**src/rtl/scoreboard_registers.sv**
```systemverilog
// Register file with combinational 2-read / 1-write ports, write-to-read bypass,
// a per-register busy scoreboard (reserve/release) and a multi-cycle clear sweep.
module scoreboard_registers #(
  parameter int unsigned DATA_WIDTH = 8,
  parameter int unsigned ADDR_WIDTH = 2,
  parameter bit          ZERO_REG   = 1'b1
) (
  input  logic                  clk,
  input  logic                  reset,
  input  logic [ADDR_WIDTH-1:0] read_reg1,
  input  logic [ADDR_WIDTH-1:0] read_reg2,
  output logic [DATA_WIDTH-1:0] read_data1,
  output logic [DATA_WIDTH-1:0] read_data2,
  output logic                  read_ready1,
  output logic                  read_ready2,
  input  logic                  write,
  input  logic [ADDR_WIDTH-1:0] write_reg,
  input  logic [DATA_WIDTH-1:0] write_data,
  input  logic                  reserve,
  input  logic [ADDR_WIDTH-1:0] reserve_reg,
  output logic                  reserve_ok,
  input  logic                  clear,
  output logic                  clearing
);

  localparam int unsigned DEPTH = 2 ** ADDR_WIDTH;
  localparam logic [ADDR_WIDTH-1:0] IdxLast = ADDR_WIDTH'(DEPTH - 1);

  localparam logic [0:0] StIdle  = 1'b0;
  localparam logic [0:0] StClear = 1'b1;

  logic [0:0]            state_q, state_d;
  logic [ADDR_WIDTH-1:0] idx_q, idx_d;
  logic [DATA_WIDTH-1:0] regs_q [DEPTH];
  logic [DATA_WIDTH-1:0] regs_d [DEPTH];
  logic [DEPTH-1:0]      busy_q, busy_d;

  logic bypass1, bypass2;
  logic zero1, zero2, zero_wr, zero_res;

  function automatic logic is_zero(input logic [ADDR_WIDTH-1:0] a);
    return ZERO_REG && (a == '0);
  endfunction

  assign clearing = (state_q == StClear);

  assign zero1    = is_zero(read_reg1);
  assign zero2    = is_zero(read_reg2);
  assign zero_wr  = is_zero(write_reg);
  assign zero_res = is_zero(reserve_reg);

  assign bypass1 = write && (write_reg == read_reg1) && !clearing && !zero1;
  assign bypass2 = write && (write_reg == read_reg2) && !clearing && !zero2;

  always_comb begin
    read_data1 = regs_q[read_reg1];
    if (zero1) begin
      read_data1 = '0;
    end else if (bypass1) begin
      read_data1 = write_data;
    end
  end

  always_comb begin
    read_data2 = regs_q[read_reg2];
    if (zero2) begin
      read_data2 = '0;
    end else if (bypass2) begin
      read_data2 = write_data;
    end
  end

  // Register 0 (when hardwired) is never busy, so it reads as ready outside a sweep.
  assign read_ready1 = !clearing && (!busy_q[read_reg1] || bypass1);
  assign read_ready2 = !clearing && (!busy_q[read_reg2] || bypass2);

  // A same-cycle write to the reserved index releases it, so the reservation may proceed.
  assign reserve_ok = !clearing && reserve &&
                      (!busy_q[reserve_reg] || (write && (write_reg == reserve_reg)));

  always_comb begin
    state_d = state_q;
    idx_d   = idx_q;
    regs_d  = regs_q;
    busy_d  = busy_q;
    unique case (state_q)
      StIdle: begin
        if (clear) begin
          // Clear has priority: the same-cycle write and reserve are dropped.
          state_d = StClear;
          idx_d   = '0;
          busy_d  = '0;
        end else begin
          if (write && !zero_wr) begin
            regs_d[write_reg] = write_data;
            busy_d[write_reg] = 1'b0;
          end
          // Applied after the write so a same-index reservation wins.
          if (reserve_ok && !zero_res) begin
            busy_d[reserve_reg] = 1'b1;
          end
        end
      end
      StClear: begin
        regs_d[idx_q] = '0;
        idx_d         = idx_q + 1'b1;
        if (idx_q == IdxLast) begin
          state_d = StIdle;
        end
      end
      default: state_d = StIdle;
    endcase
  end

  always_ff @(posedge clk or negedge reset) begin
    if (!reset) begin
      state_q <= StIdle;
      idx_q   <= '0;
      busy_q  <= '0;
      for (int i = 0; i < DEPTH; i++) begin
        regs_q[i] <= '0;
      end
    end else begin
      state_q <= state_d;
      idx_q   <= idx_d;
      busy_q  <= busy_d;
      for (int i = 0; i < DEPTH; i++) begin
        regs_q[i] <= regs_d[i];
      end
    end
  end

endmodule

```
**config.mk**
```make
export PLATFORM = sky130hd
export DESIGN_NAME = scoreboard_registers
export DESIGN_NICKNAME = d
export VERILOG_FILES = /design/src/rtl/scoreboard_registers.sv
export SDC_FILE = /design/constraint.sdc
export NUM_CORES = 1
export LEC_CHECK = 0
export ABC_AREA = 1
export ABC_CLOCK_PERIOD_IN_PS = 2300
export CAP_MARGIN = 5
export CORE_UTILIZATION = 58
export CTS_CLUSTER_SIZE = 10
export DETAILED_ROUTE_END_ITERATION = 10
export GPL_ROUTABILITY_DRIVEN = 0
export HOLD_SLACK_MARGIN = 0.05
export PLACE_DENSITY = 0.85
export REMOVE_ABC_BUFFERS = 1
export SYNTH_ARGS = -nofsm -noshare
export SYNTH_HDL_FRONTEND = slang
export SYNTH_SLANG_ARGS = --single-unit
export TNS_END_PERCENT = 10
```
**constraint.sdc**
```tcl
create_clock -name clk -period 2.3 [get_ports clk]
set_input_delay 0.575 -clock clk [delete_from_list [all_inputs] [get_ports clk]]
set_output_delay 0.575 -clock clk [all_outputs]
set_load 0.02 [all_outputs]
```
==> flow_metrics.py <==
metrics = {
    "outcome": {
        "status": "finished with violations",
        "violations": "setup timing",
    },
    "setup_path": {
        "crit_path_max_fanout": 6,
        "cp.arrival_ns": 1.80,
        "reg2reg_from": "clearing",
        "crit_path_max_incr_delay_ns": 0.19,
        "crit_slowest_cell": "clkbuf_4",
        "ff2ff_path_depth": 5,
        "crit_chain": "clkbuf_4, buf_6, inv_4, buf_4, a21oi_1, o21ai_0, nand2_1, a21oi_2, buf_4",
        "critPathRequiredTime_ns": 1.73,
        "endpoint_kind": "output pin",
        "endpoint": "read_data1[4]",
        "cp.buffers_inverters": 5,
        "cpMostUsedCell": "buf_4",
        "crit_path_start_kind": "input port",
        "rrSetupSlack_ns": 0.67,
        "path_depth": 9,
        "crit_family": "buffers and inverters",
        "startpoint": "read_reg1[1]",
        "r2r_end": "regs_q[21]",
        "critPathKind": "in2out",
    },
    "layout": {
        "area_growth_syn_to_layout_pct": 44.3,
        "fin_cells": 475,
        "multiInputGateArea_sq_um": 1590,
        "nFillCells": 214,
        "register_area_sq_um": 976,
        "final_nets": 447,
        "drive_gt1_share_pct": 35.7,
        "finish.instance_area_sq_um": 3790,
        "n_antenna_cell": 0,
    },
    "cts": {
        "insertion_delay_ns": 0.31,
        "clk_pin_slew_ns": 0.09,
        "cts_root_buf": "clkbuf_8",
        "cts_buffers": 5,
        "cts_hold_buf": 0,
        "cts_tree": "built",
        "clockBufferDepth": 2,
        "clock_sinks": 39,
        "ctsHtreeMaxLevel": 2,
    },
    "pwr": {
        "vdd_drop_max_mv": 0.592,
        "clkPwrFrac_pct": 19.0,
        "p_int_uw": 1460,
        "swShare_pct": 42.6,
        "p_switching_uw": 1080,
        "leakagePower_uw": 0.00174,
        "seq_power_share_pct": 34.8,
        "powerDensity_nw_per_um2": 671,
        "power_frac_comb_pct": 46.3,
    },
    "timing": {
        "min_period_ns": 2.38,
        "setup_viol": 7,
        "hold_viol": 0,
        "relSlewSlack_pct": 57.6,
        "whs_ns": 0.277,
        "rsz0062_at_grt": "true",
        "skew_ns": 0.0127,
        "fin_ws_ns": -0.0759,
        "fmax_mhz": 421,
        "finalCritPeriodShare_pct": 103,
        "worstMarginPinSlew_ns": 0.636,
        "tns_ns": -0.255,
        "drv_slew": 0,
    },
    "grt": {
        "antenna_found_initial": 0,
        "grt_pass1_wl_microns": 15400,
        "grt_max_degree": 28,
        "grt_overflow": 0,
        "grt_usage_pct": 41.5,
        "grt_pass1_vias": 3090,
    },
    "die": {
        "fp-row-count": 24,
        "io-pin-count": 41,
        "core_area_sq_um": 4350,
        "design.die.area_sq_um": 4800,
        "die_w_microns": 69.3,
        "initial_core_util_pct": 60.3,
        "die_h_microns": 69.3,
    },
    "route": {
        "wl_per_cell_microns": 22.5,
        "drc": 0,
        "antenna_left": 0,
        "initialDrtViolationCount": 551,
        "dr_total_vias": 3219,
        "drt-vias-per-instance": 6.78,
        "routed_wl_microns": 10700,
        "first_pass_iters": 5,
    },
    "synth": {
        "syn_inst": 341,
        "synth_top_area_cell": "dfrtp_1",
        "synth_top_cell_area_share_pct": 37.2,
        "yosysWarnings": 0,
        "ys_top_cells_by_area": "dfrtp_1 (37%), o21ai_0 (8.4%), nand2_1 (7.3%), a21oi_1 (7.2%), o22ai_1 (7.1%)",
        "yosysSeqAreaShare_pct": 37.2,
        "synth_cell_types": 29,
        "syn_area_sq_um": 2630,
        "syn_area_per_cell_sq_um": 7.70,
        "ys_seq_elements": 39,
    },
    "placed_design": {
        "hpwlAfterDp_microns": 5670,
        "placed_area_sq_um": 3300,
        "numPlacedInstances": 458,
        "io_buffers": 40,
    },
    "flow_run": {
        "maxCapViolCount": 0,
    },
    "hold_path": {
        "min_path_type": "in2async",
    },
}
-- area by class of cell --
type,instances,area share (%)
timing repair inverter,2,0.330
tap,52,1.72
clock inverter,2,0.330
multi-input combinational,233,42.0
clock buffer,6,1.92
sequential,39,25.8
timing repair buffer,91,22.6
inverter,50,5.32
-- stage by stage --
| step | power, uW | worst slack (ns) | util (%) |
|---|---|---|---|
| final | 2540 | -0.0759 | 87.0 |
| after global routing | 2630 | -0.0996 | 87.0 |
| after CTS | 2350 | -0.0531 | 83.7 |
| after detailed placement | 1840 | -0.822 | 75.7 |
| after global placement | 1810 | -0.774 | 75.7 |
| after floorplan | 1410 | 0.170 | - |
-- cell families (layout without fill, tap and decap cells) --
| logic type | after synthesis | after routing | synth area share, % |
|---|---|---|---|
| xor gates and xnor gates | 4 | 4 | 1.33 |
| buffers and inverters | 69 | 151 | 12.6 |
| AOI/OAI and AO/OA | 137 | 137 | 31.4 |
| and+or+nand+nor | 88 | 88 | 15.6 |
| DFF | 39 | 39 | 37.2 |
| adders and majority gates | 4 | 4 | 1.91 |
-- repair_timing --
action,in CTS,in global routing
cloned,4,1
pin swaps,11,11
buffers inserted,4,2
setup endpoints to repair,19,19
gates resized for setup,155,53
hold endpoints to repair,0,0
-- cells in the final DEF (no fill, tap or decap), types with 13 or more instances in the layout --
master   synthesis  final
a21oi_1         38     34
o21ai_0         44     38
a21oi_2         16     20
o22ai_1         30     16
dfrtp_1         39     39
nand3_1         13     13
nand2_1         51     49
buf_4            3     51
inv_1           45     44
-- worst register-to-register path, stage by stage (launching register included) --
cell     delay (ns)
dfrtp_1        0.39
buf_4          0.21
nor2_4         0.22
nand4_2        0.26
nand2_2        0.30
o22ai_1        0.14
-- layer usage --
layer,part of all wire (%),GRT usage (%)
met1,34,51.0
met2,47,65.9
met3,12,7.70
met4,7.0,28.8
met5,0,0
-- cell usage after synthesis, drive strengths merged --
master  instances
a21boi          1
a21oi          54
a22o            1
a31oi           2
buf            17
clkbuf          2
clkinv          1
dfrtp          39
ha              4
inv            49
nand2          53
nand3          16
nand4           2
nor2           17
o21ai          45
o22ai          32
o31ai           2
xnor2           4
-- state kept, by name (all words and copies together) (netlist names) --
signal,cells
clearing,1
busy_q,4
regs_q,32
idx_q,2
-- worst min-delay path by stage --
stage          startpoint    endpoint  slack [ns]  depth (start not counted)
2_1_floorplan       reset   busy_q[0]        0.28                          0
3_3_place_gp    busy_q[1]   busy_q[1]        0.50                          2
3_5_place_dp    busy_q[1]   busy_q[1]        0.51                          2
4_1_cts             reset   regs_q[6]        0.29                          1
5_1_grt             reset  regs_q[21]        0.32                          1
6_report            reset  regs_q[24]        0.28                          1
-- power groups by stage --
stage          clock (uW)  combinational (uW)  sequential (uW)
6_report              482                1180              884
5_1_grt               498                1240              894
4_1_cts               467                1020              864
3_5_place_dp            0                 961              877
3_3_place_gp            0                 934              874
2_1_floorplan           0                 521              889
Power figures use the tool's default switching activity.
